### src/rtl/mem_access_sequencer.sv
// Memory port sequencer: arbitrates instruction fetch against data load/store
// and drives the registered control inputs of memory_datapath.
module mem_access_sequencer #(
  parameter int READ_LATENCY = 1,
  parameter int STARVE_LIMIT = 4
) (
  input  logic       clock,
  input  logic       reset_n,
  input  logic       fetch_req,
  output logic       fetch_ack,
  input  logic       data_req,
  input  logic       data_we,
  input  logic       data_addr_sel,
  input  logic [2:0] data_dst,
  output logic       data_ack,
  output logic [1:0] MemSrc,
  output logic       MemRead,
  output logic       MemWrite,
  output logic [2:0] MemDst,
  output logic       MaryWrite,
  output logic       ShelleyWrite,
  output logic       CompWrite,
  output logic       RAWrite,
  output logic       busy
);

  localparam int            SW         = $clog2(STARVE_LIMIT + 1);
  localparam logic [SW-1:0] STARVE_MAX = SW'(STARVE_LIMIT);
  localparam logic [1:0]    LAT_LAST   = 2'(READ_LATENCY - 1);

  typedef enum logic [2:0] {
    S_IDLE,
    S_FETCH,
    S_DREAD,
    S_DWRITE,
    S_WB,
    S_DONE
  } state_t;

  state_t        r_state, w_state_nxt;
  logic [1:0]    r_lat_cnt, w_lat_nxt;
  logic [SW-1:0] r_starve_cnt, w_starve_nxt;
  logic          r_sel, w_sel_nxt;
  logic [2:0]    r_dst, w_dst_nxt;
  logic          r_is_fetch, w_is_fetch_nxt;

  logic          r_fetch_ack, w_fetch_ack;
  logic          r_data_ack, w_data_ack;
  logic [1:0]    r_mem_src, w_mem_src;
  logic          r_mem_read, w_mem_read;
  logic          r_mem_write, w_mem_write;
  logic [2:0]    r_mem_dst, w_mem_dst;
  logic [3:0]    r_strobe, w_strobe;     // {Mary, Shelley, Comp, RA}
  logic          r_busy, w_busy;

  // Outputs are decoded from the *next* state so that they are registered
  // together with the state and are valid for the whole cycle of that state.
  always_comb begin
    // NOTE: every signal gets a default before the case so no path can leave
    // one unassigned, which would otherwise infer a latch.
    w_state_nxt    = r_state;
    w_lat_nxt      = r_lat_cnt;
    w_starve_nxt   = r_starve_cnt;
    w_sel_nxt      = r_sel;
    w_dst_nxt      = r_dst;
    w_is_fetch_nxt = r_is_fetch;
    w_fetch_ack    = 1'b0;
    w_data_ack     = 1'b0;
    w_mem_src      = 2'b00;
    w_mem_read     = 1'b0;
    w_mem_write    = 1'b0;
    w_mem_dst      = 3'b000;
    w_strobe       = 4'b0000;

    case (r_state)
      S_IDLE: begin
        if (fetch_req || data_req) begin
          w_sel_nxt = data_addr_sel;
          w_dst_nxt = data_dst;
          if (fetch_req && (!data_req || r_starve_cnt == STARVE_MAX)) begin
            w_is_fetch_nxt = 1'b1;
            w_state_nxt    = S_FETCH;
            w_starve_nxt   = '0;
          end else begin
            w_is_fetch_nxt = 1'b0;
            w_state_nxt    = data_we ? S_DWRITE : S_DREAD;
            if (!fetch_req)
              w_starve_nxt = '0;
            else if (r_starve_cnt != STARVE_MAX)
              w_starve_nxt = r_starve_cnt + 1'b1;
          end
        end
      end
      S_FETCH, S_DREAD: begin
        if (r_lat_cnt == LAT_LAST) begin
          w_lat_nxt   = 2'd0;
          w_state_nxt = (r_state == S_FETCH) ? S_DONE : S_WB;
        end else begin
          w_lat_nxt = r_lat_cnt + 2'd1;
        end
      end
      S_DWRITE: w_state_nxt = S_DONE;
      S_WB:     w_state_nxt = S_IDLE;
      S_DONE:   w_state_nxt = S_IDLE;
      default:  w_state_nxt = S_IDLE;
    endcase

    case (w_state_nxt)
      S_FETCH: w_mem_read = 1'b1;
      S_DREAD: begin
        w_mem_src  = w_sel_nxt ? 2'b10 : 2'b01;
        w_mem_read = 1'b1;
        w_mem_dst  = w_dst_nxt;
      end
      S_WB: begin
        w_mem_src  = w_sel_nxt ? 2'b10 : 2'b01;
        w_mem_read = 1'b1;
        w_mem_dst  = w_dst_nxt;
        w_data_ack = 1'b1;
        case (w_dst_nxt)
          3'b001:  w_strobe = 4'b1000;
          3'b010:  w_strobe = 4'b0100;
          3'b011:  w_strobe = 4'b0010;
          3'b100:  w_strobe = 4'b0001;
          default: w_strobe = 4'b0000;
        endcase
      end
      S_DWRITE: begin
        w_mem_src   = w_sel_nxt ? 2'b10 : 2'b01;
        w_mem_write = 1'b1;
      end
      S_DONE: begin
        if (w_is_fetch_nxt) begin
          w_mem_read  = 1'b1;  // keeps mem_out stable for the instruction
          w_fetch_ack = 1'b1;
        end else begin
          w_mem_src  = w_sel_nxt ? 2'b10 : 2'b01;
          w_data_ack = 1'b1;
        end
      end
      default: ;
    endcase

    w_busy = (w_state_nxt != S_IDLE);
  end

  // NOTE: sequential state uses non-blocking assignments so every register
  // samples pre-edge values regardless of statement order.
  always_ff @(posedge clock or negedge reset_n) begin
    if (!reset_n) begin
      r_state      <= S_IDLE;
      r_lat_cnt    <= 2'd0;
      r_starve_cnt <= '0;
      r_sel        <= 1'b0;
      r_dst        <= 3'b000;
      r_is_fetch   <= 1'b0;
      r_fetch_ack  <= 1'b0;
      r_data_ack   <= 1'b0;
      r_mem_src    <= 2'b00;
      r_mem_read   <= 1'b0;
      r_mem_write  <= 1'b0;
      r_mem_dst    <= 3'b000;
      r_strobe     <= 4'b0000;
      r_busy       <= 1'b0;
    end else begin
      r_state      <= w_state_nxt;
      r_lat_cnt    <= w_lat_nxt;
      r_starve_cnt <= w_starve_nxt;
      r_sel        <= w_sel_nxt;
      r_dst        <= w_dst_nxt;
      r_is_fetch   <= w_is_fetch_nxt;
      r_fetch_ack  <= w_fetch_ack;
      r_data_ack   <= w_data_ack;
      r_mem_src    <= w_mem_src;
      r_mem_read   <= w_mem_read;
      r_mem_write  <= w_mem_write;
      r_mem_dst    <= w_mem_dst;
      r_strobe     <= w_strobe;
      r_busy       <= w_busy;
    end
  end

  assign fetch_ack    = r_fetch_ack;
  assign data_ack     = r_data_ack;
  assign MemSrc       = r_mem_src;
  assign MemRead      = r_mem_read;
  assign MemWrite     = r_mem_write;
  assign MemDst       = r_mem_dst;
  assign MaryWrite    = r_strobe[3];
  assign ShelleyWrite = r_strobe[2];
  assign CompWrite    = r_strobe[1];
  assign RAWrite      = r_strobe[0];
  assign busy         = r_busy;

endmodule

### config.mk
export PLATFORM = sky130hd
export DESIGN_NAME = mem_access_sequencer
export DESIGN_NICKNAME = d
export VERILOG_FILES = /design/src/rtl/mem_access_sequencer.sv
export SDC_FILE = /design/constraint.sdc
export NUM_CORES = 1
export LEC_CHECK = 0
export CAP_MARGIN = 20
export CORE_MARGIN = 1
export CORE_UTILIZATION = 51
export CTS_BUF_LIST = sky130_fd_sc_hd__clkbuf_16
export CTS_CLUSTER_SIZE = 28
export DETAILED_ROUTE_END_ITERATION = 8
export GPL_TIMING_DRIVEN = 1
export PLACE_DENSITY = 0.78
export SLEW_MARGIN = 15
export SYNTH_ARGS = -nofsm -noshare
export SYNTH_HDL_FRONTEND = slang
export SYNTH_SLANG_ARGS = --single-unit
### constraint.sdc
create_clock -name clock -period 2.02 [get_ports clock]
set_input_delay 0.202 -clock clock [delete_from_list [all_inputs] [get_ports clock]]
set_output_delay 0.202 -clock clock [all_outputs]
set_load 0.02 [all_outputs]
# Word level (Yosys, flattened, before mapping)
# Cells that the tools add are included.
[totals]
register_bits = 27
inputBits = 9
out_inout_bits = 14
elab_cells = 72
[classes]
n_addsub = 2
eq_ne = 15
n_mux = 29
n_reduce_logical = 12
[op_table]
columns = ["operator", "n"]
rows = [
  ["3-bit 2-to-1 mux", 8],
  ["3-bit by 2-bit equality test with 1-bit output (second input constant)", 6],
  ["4-bit case mux with 4 select lines", 1],
  ["3-bit equality test (second input constant)", 4],
  ["1-bit 2-to-1 mux", 11],
  ["3-bit by 1-bit equality test with 1-bit output (second input constant)", 3],
  ["3-bit case mux with 3 select lines", 1],
  ["2-bit 2-to-1 mux", 4],
  ["3-bit OR reduction", 2],
  ["4-bit 2-to-1 mux", 1],
  ["1-bit case mux with 2 select lines", 2],
  ["2-bit case mux with 2 select lines", 1],
  ["2-bit OR reduction", 2],
  ["3-bit by 1-bit adder with 3-bit output (second input constant)", 1],
  ["3-bit zero test", 1],
  ["3-bit by 1-bit inequality test with 1-bit output (second input constant)", 1],
  ["3-bit inequality test (second input constant)", 1],
  ["3-bit AND reduction", 1],
  ["3-bit nonzero test", 1],
  ["2-bit by 1-bit adder with 2-bit output (second input constant)", 1],
  ["2-bit zero test", 1],
  ["1-bit logical OR", 2],
  ["1-bit logical AND", 1],
  ["1-bit zero test", 1],
]

# Longest topological paths before layout
[logic_depth]
ltp_word = 9
ltp_mapped = 6
depth_no_buf = 6

# Worst setup path before layout
# OpenSTA, ideal clock, no wires.
[synth_path]
path_kind = "register to register"
start = "reg r_starve_cnt[0]"
end = "reg r_strobe[0]"
arrival_time_ns = 1.526
required_ns = 1.952
path_slack_ns = 0.426
path_stages_with_launch = 7
n_path_buf = 0
path_cell_list = "dfrtp_1 > inv_1 > ha_1 > a21bo_2 > a221oi_2 > and2_1 > and4_1"
[synth_between]
elab_chain_len = 8
[synth_rtl]
columns = ["element", "line_no", "text"]
rows = [
  ["from (decl)", "42", "logic [SW-1:0] r_starve_cnt, w_starve_nxt;"],
  ["from (signal assigned)", "168", "r_starve_cnt <= w_starve_nxt;"],
  ["3-bit equality test", "80", "if (fetch_req && (!data_req || r_starve_cnt == STARVE_MAX)) begin"],
  ["1-bit logical OR", "80", ""],
  ["1-bit logical AND", "80", ""],
  ["2-bit 2-to-1 mux", "80", ""],
  ["3-bit 2-to-1 mux", "77", "if (fetch_req || data_req) begin"],
  ["3-bit case mux with 3 select lines", "75", "case (r_state)"],
  ["3-bit equality test", "108", "case (w_state_nxt)"],
  ["4-bit 2-to-1 mux", "108", ""],
  ["named net w_strobe[0]", "53", "logic [3:0] r_strobe, w_strobe;"],
  ["to (signal assigned)", "178", "r_strobe <= w_strobe;"],
  ["to (decl)", "53", ""],
]
# The timed path passes the listed nets, and every way through them passes these cells.
# A chain may end at the register's enable or synchronous reset.

# Final worst setup path
# Ends and elaborated chain as after synthesis.

==> metrics.md <==
| Metric | Value |
|---|---|
| Most frequent cell after synthesis | dfrtp_1 |
| Core footprint | between 2000 and 2500 um2 |
| Pre-CTS setup slack | 30.2 ps |
| Routed WL | about 2500 um |
| Die Ht | 52.1 um |
| Worst EP arrival | 2070 ps |
| Clock skew | ~3 ps |
| Synth top cells by count | dfrtp_1, nor2_1, o21ai_0, inv_1, nand2_1 |
| Slew headroom | 0.713 |
| Hold WS | about 310 ps |
| Kind of critical path | flip-flop to flip-flop |
| Final setup fails | 0 |
| Vias per cell | 5.68 |
| Final worst setup slack | ~150 ps |
| Vias in the first global route | around 900 |
| Syn Area/Cell | 11.3 um2 |
| Die area | 2720 um2 |
| Rows | 17 |
| FF-to-FF setup slack | 150 ps |
| Wire per inst | 15.2 um |
| Clock Pin Slew Worst Setup and Hold Paths | 60 ps |
| Top cell type's share of synthesized area | 0.527 |
| Leak | between 0.7 and 0.8 nW |
| Post-CTS Setup Bufs | 0 |
| Register area share after synthesis | 0.527 |
| GRT overflow | 0 |
| Total power | 2.28 mW |
| First drt pass iteration count | 4 |
| DRT antenna net count | 0 |
| Post_cts resized | 0 |
| Synth-to-layout area growth | 26.9% |
| Pin count of the biggest net entering global routing | 28 |
| Placed cell count | 164 |
| Yosys warns | 0 |
| Post-synth top area cell | dfrtp_1 |
| Fin crit period | approximately 1900 ps |
| Hold-fix buffers at CTS | 0 |
| CTS tree | yes |
| Initial antenna violation count | 0 |
| CP Data Required Time | 2210 ps |
| Number of synthesized flops with an enable pin | 0 |
| Initial core utilization | 0.558 |
| Hold WC Path Type | input pin to asynchronous set/reset pin |
| Setup TNS Final | 0 ps |
| DP HPWL | 1920 um |
| Syn Inst Count | 113 |
| Post-synth ARST share | 1.00 |
| # Max-Cap Violations | 0 |
| FF-to-FF End | r_strobe[0] |
| Worst-Skew Late Latency | 260 ps |
| Placed Area | 1550 um2 |
| Synth Flop Type | dfrtp_1 |
| Layout cells sized above 1 | 0.150 |
| R2R cell count | 6 |
| Final Cycle Share | 0.927 |
| Crit-path max FO | 6 |
| Slew @ Worst Pin | around 430 ps |
| First-pass GRT wire length | 4060 um |
| CTS buffer count | 3 |
| Worst R2R Start | r_starve_cnt[0] |
| Gpl congestion | 0.872 |
| Synthesis-stage register bit count | 27 |
| Mapped Area | 1280 um2 |
| FMAX | 534 MHz |
| GRT Overall Usage | 0.217 |
| Top post-synthesis cells by area | dfrtp_1, ha_1, o21ai_0 |
| Startpoint types | flip-flop |
| DR iter-0 viols | 22 |
| # diodes | 0 |
| Sinks on Clock Net | 27 |
| Pwr dens | 1410 nW/um2 |
| Final Hold Fails | 0 |
| Nets | 154 |
| VDD IR max | 1.06 mV |
| Fin cells | 168 |
| FILL cells | around 170 |
| Final instance area | ~1600 um2 |
| Vias | between 900 and 1,000 |
| IO Count | 23 |
| Fin. max-slew vios | 0 |
| DRC viols | 0 |
| Unrepaired setup endpoints after global routing | no |
| Port buffer count | 22 |
| Htree depth | 1 |
| Die width | 52.1 um |
| Final core utilization | 0.708 |
| Syn Nets | roughly 130 |
| Nature of the critical path endpoint | flip-flop |
| Root buf cell | clkbuf_16 |
| Clk buf depth | 2 |
| Yosys cell types | 40 |
| Outcome | finished clean |
## logic make-up after synthesis
logic type	share of synthesized area
AOI/OAI and AO/OA	0.156
xor gates and xnor gates	0.00684
adders and majority gates	0.0391
buffers and inverters	0.0459
DFF	0.527
muxes	0.0439
and+or+nand+nor	0.181
## critical path, stage by stage (launching register included)
cell	delay, ps
dfrtp_1	360
inv_1	60
ha_1	230
a21bo_2	280
a221oi_2	450
and2_1	230
and4_1	210
## layout by cell type, fill, tap and decap left out, types with 3 or more instances in the layout
cell type        count
o21ai_0              9
nor2b_1              4
a21oi_1              4
nand2_1              6
inv_1                8
clkdlybuf4s50_1     22
clkbuf_16            3
nor2_1              10
buf_4                5
dfrtp_1             27
ha_1                 4
## area by class of cell
class / count / area [um2] / area share
clock inverters: 1 / 5.00 / 0.00308
multi-input cells: 74 / 547 / 0.336
inverters: 8 / 30.0 / 0.0185
well taps: 28 / 35.0 / 0.0216
repair buffers: 27 / 258 / 0.159
clock buffers: 3 / 75.1 / 0.0462
flip-flops and latches: 27 / 676 / 0.416
## worst max path at each step
stage | cells after the start | from | slack (ps) | endpoint
4_1_cts | 6 | r_starve_cnt[0] | 140 | r_strobe[0]
5_1_grt | 6 | r_starve_cnt[0] | 20 | r_strobe[1]
3_3_place_gp | 5 | data_req | 90 | r_strobe[0]
2_1_floorplan | 6 | r_starve_cnt[0] | 430 | r_strobe[0]
6_report | 6 | r_starve_cnt[0] | 150 | r_strobe[0]
3_5_place_dp | 5 | fetch_req | 30 | r_strobe[1]
## power breakdown
group	switching [mW]	total, mW	internal (mW)
logic	0.539	1.00	0.466
registers	0.133	0.840	0.707
clock network	0.172	0.439	0.267
## state kept, by name (all words and copies together), names as in the netlist, 2 cells and up
signal and flops:
r_dst 3, MemSrc 2, MemDst 3, r_strobe 4, r_starve_cnt 3, r_state 3, r_lat_cnt 2
## per-layer routing
metal / GRT usage / vias up / wire (um) / share of wire
met5: 0 / - / 0 / 0
met4: 0.108 / 0 / 74 / 0.029
met3: 0.0439 / 9 / 102 / 0.040
met2: 0.359 / 33 / 1260 / 0.50
met1: 0.266 / 465 / 1110 / 0.43
li1: - / 447 / - / -
Power figures use the tool's default switching activity.
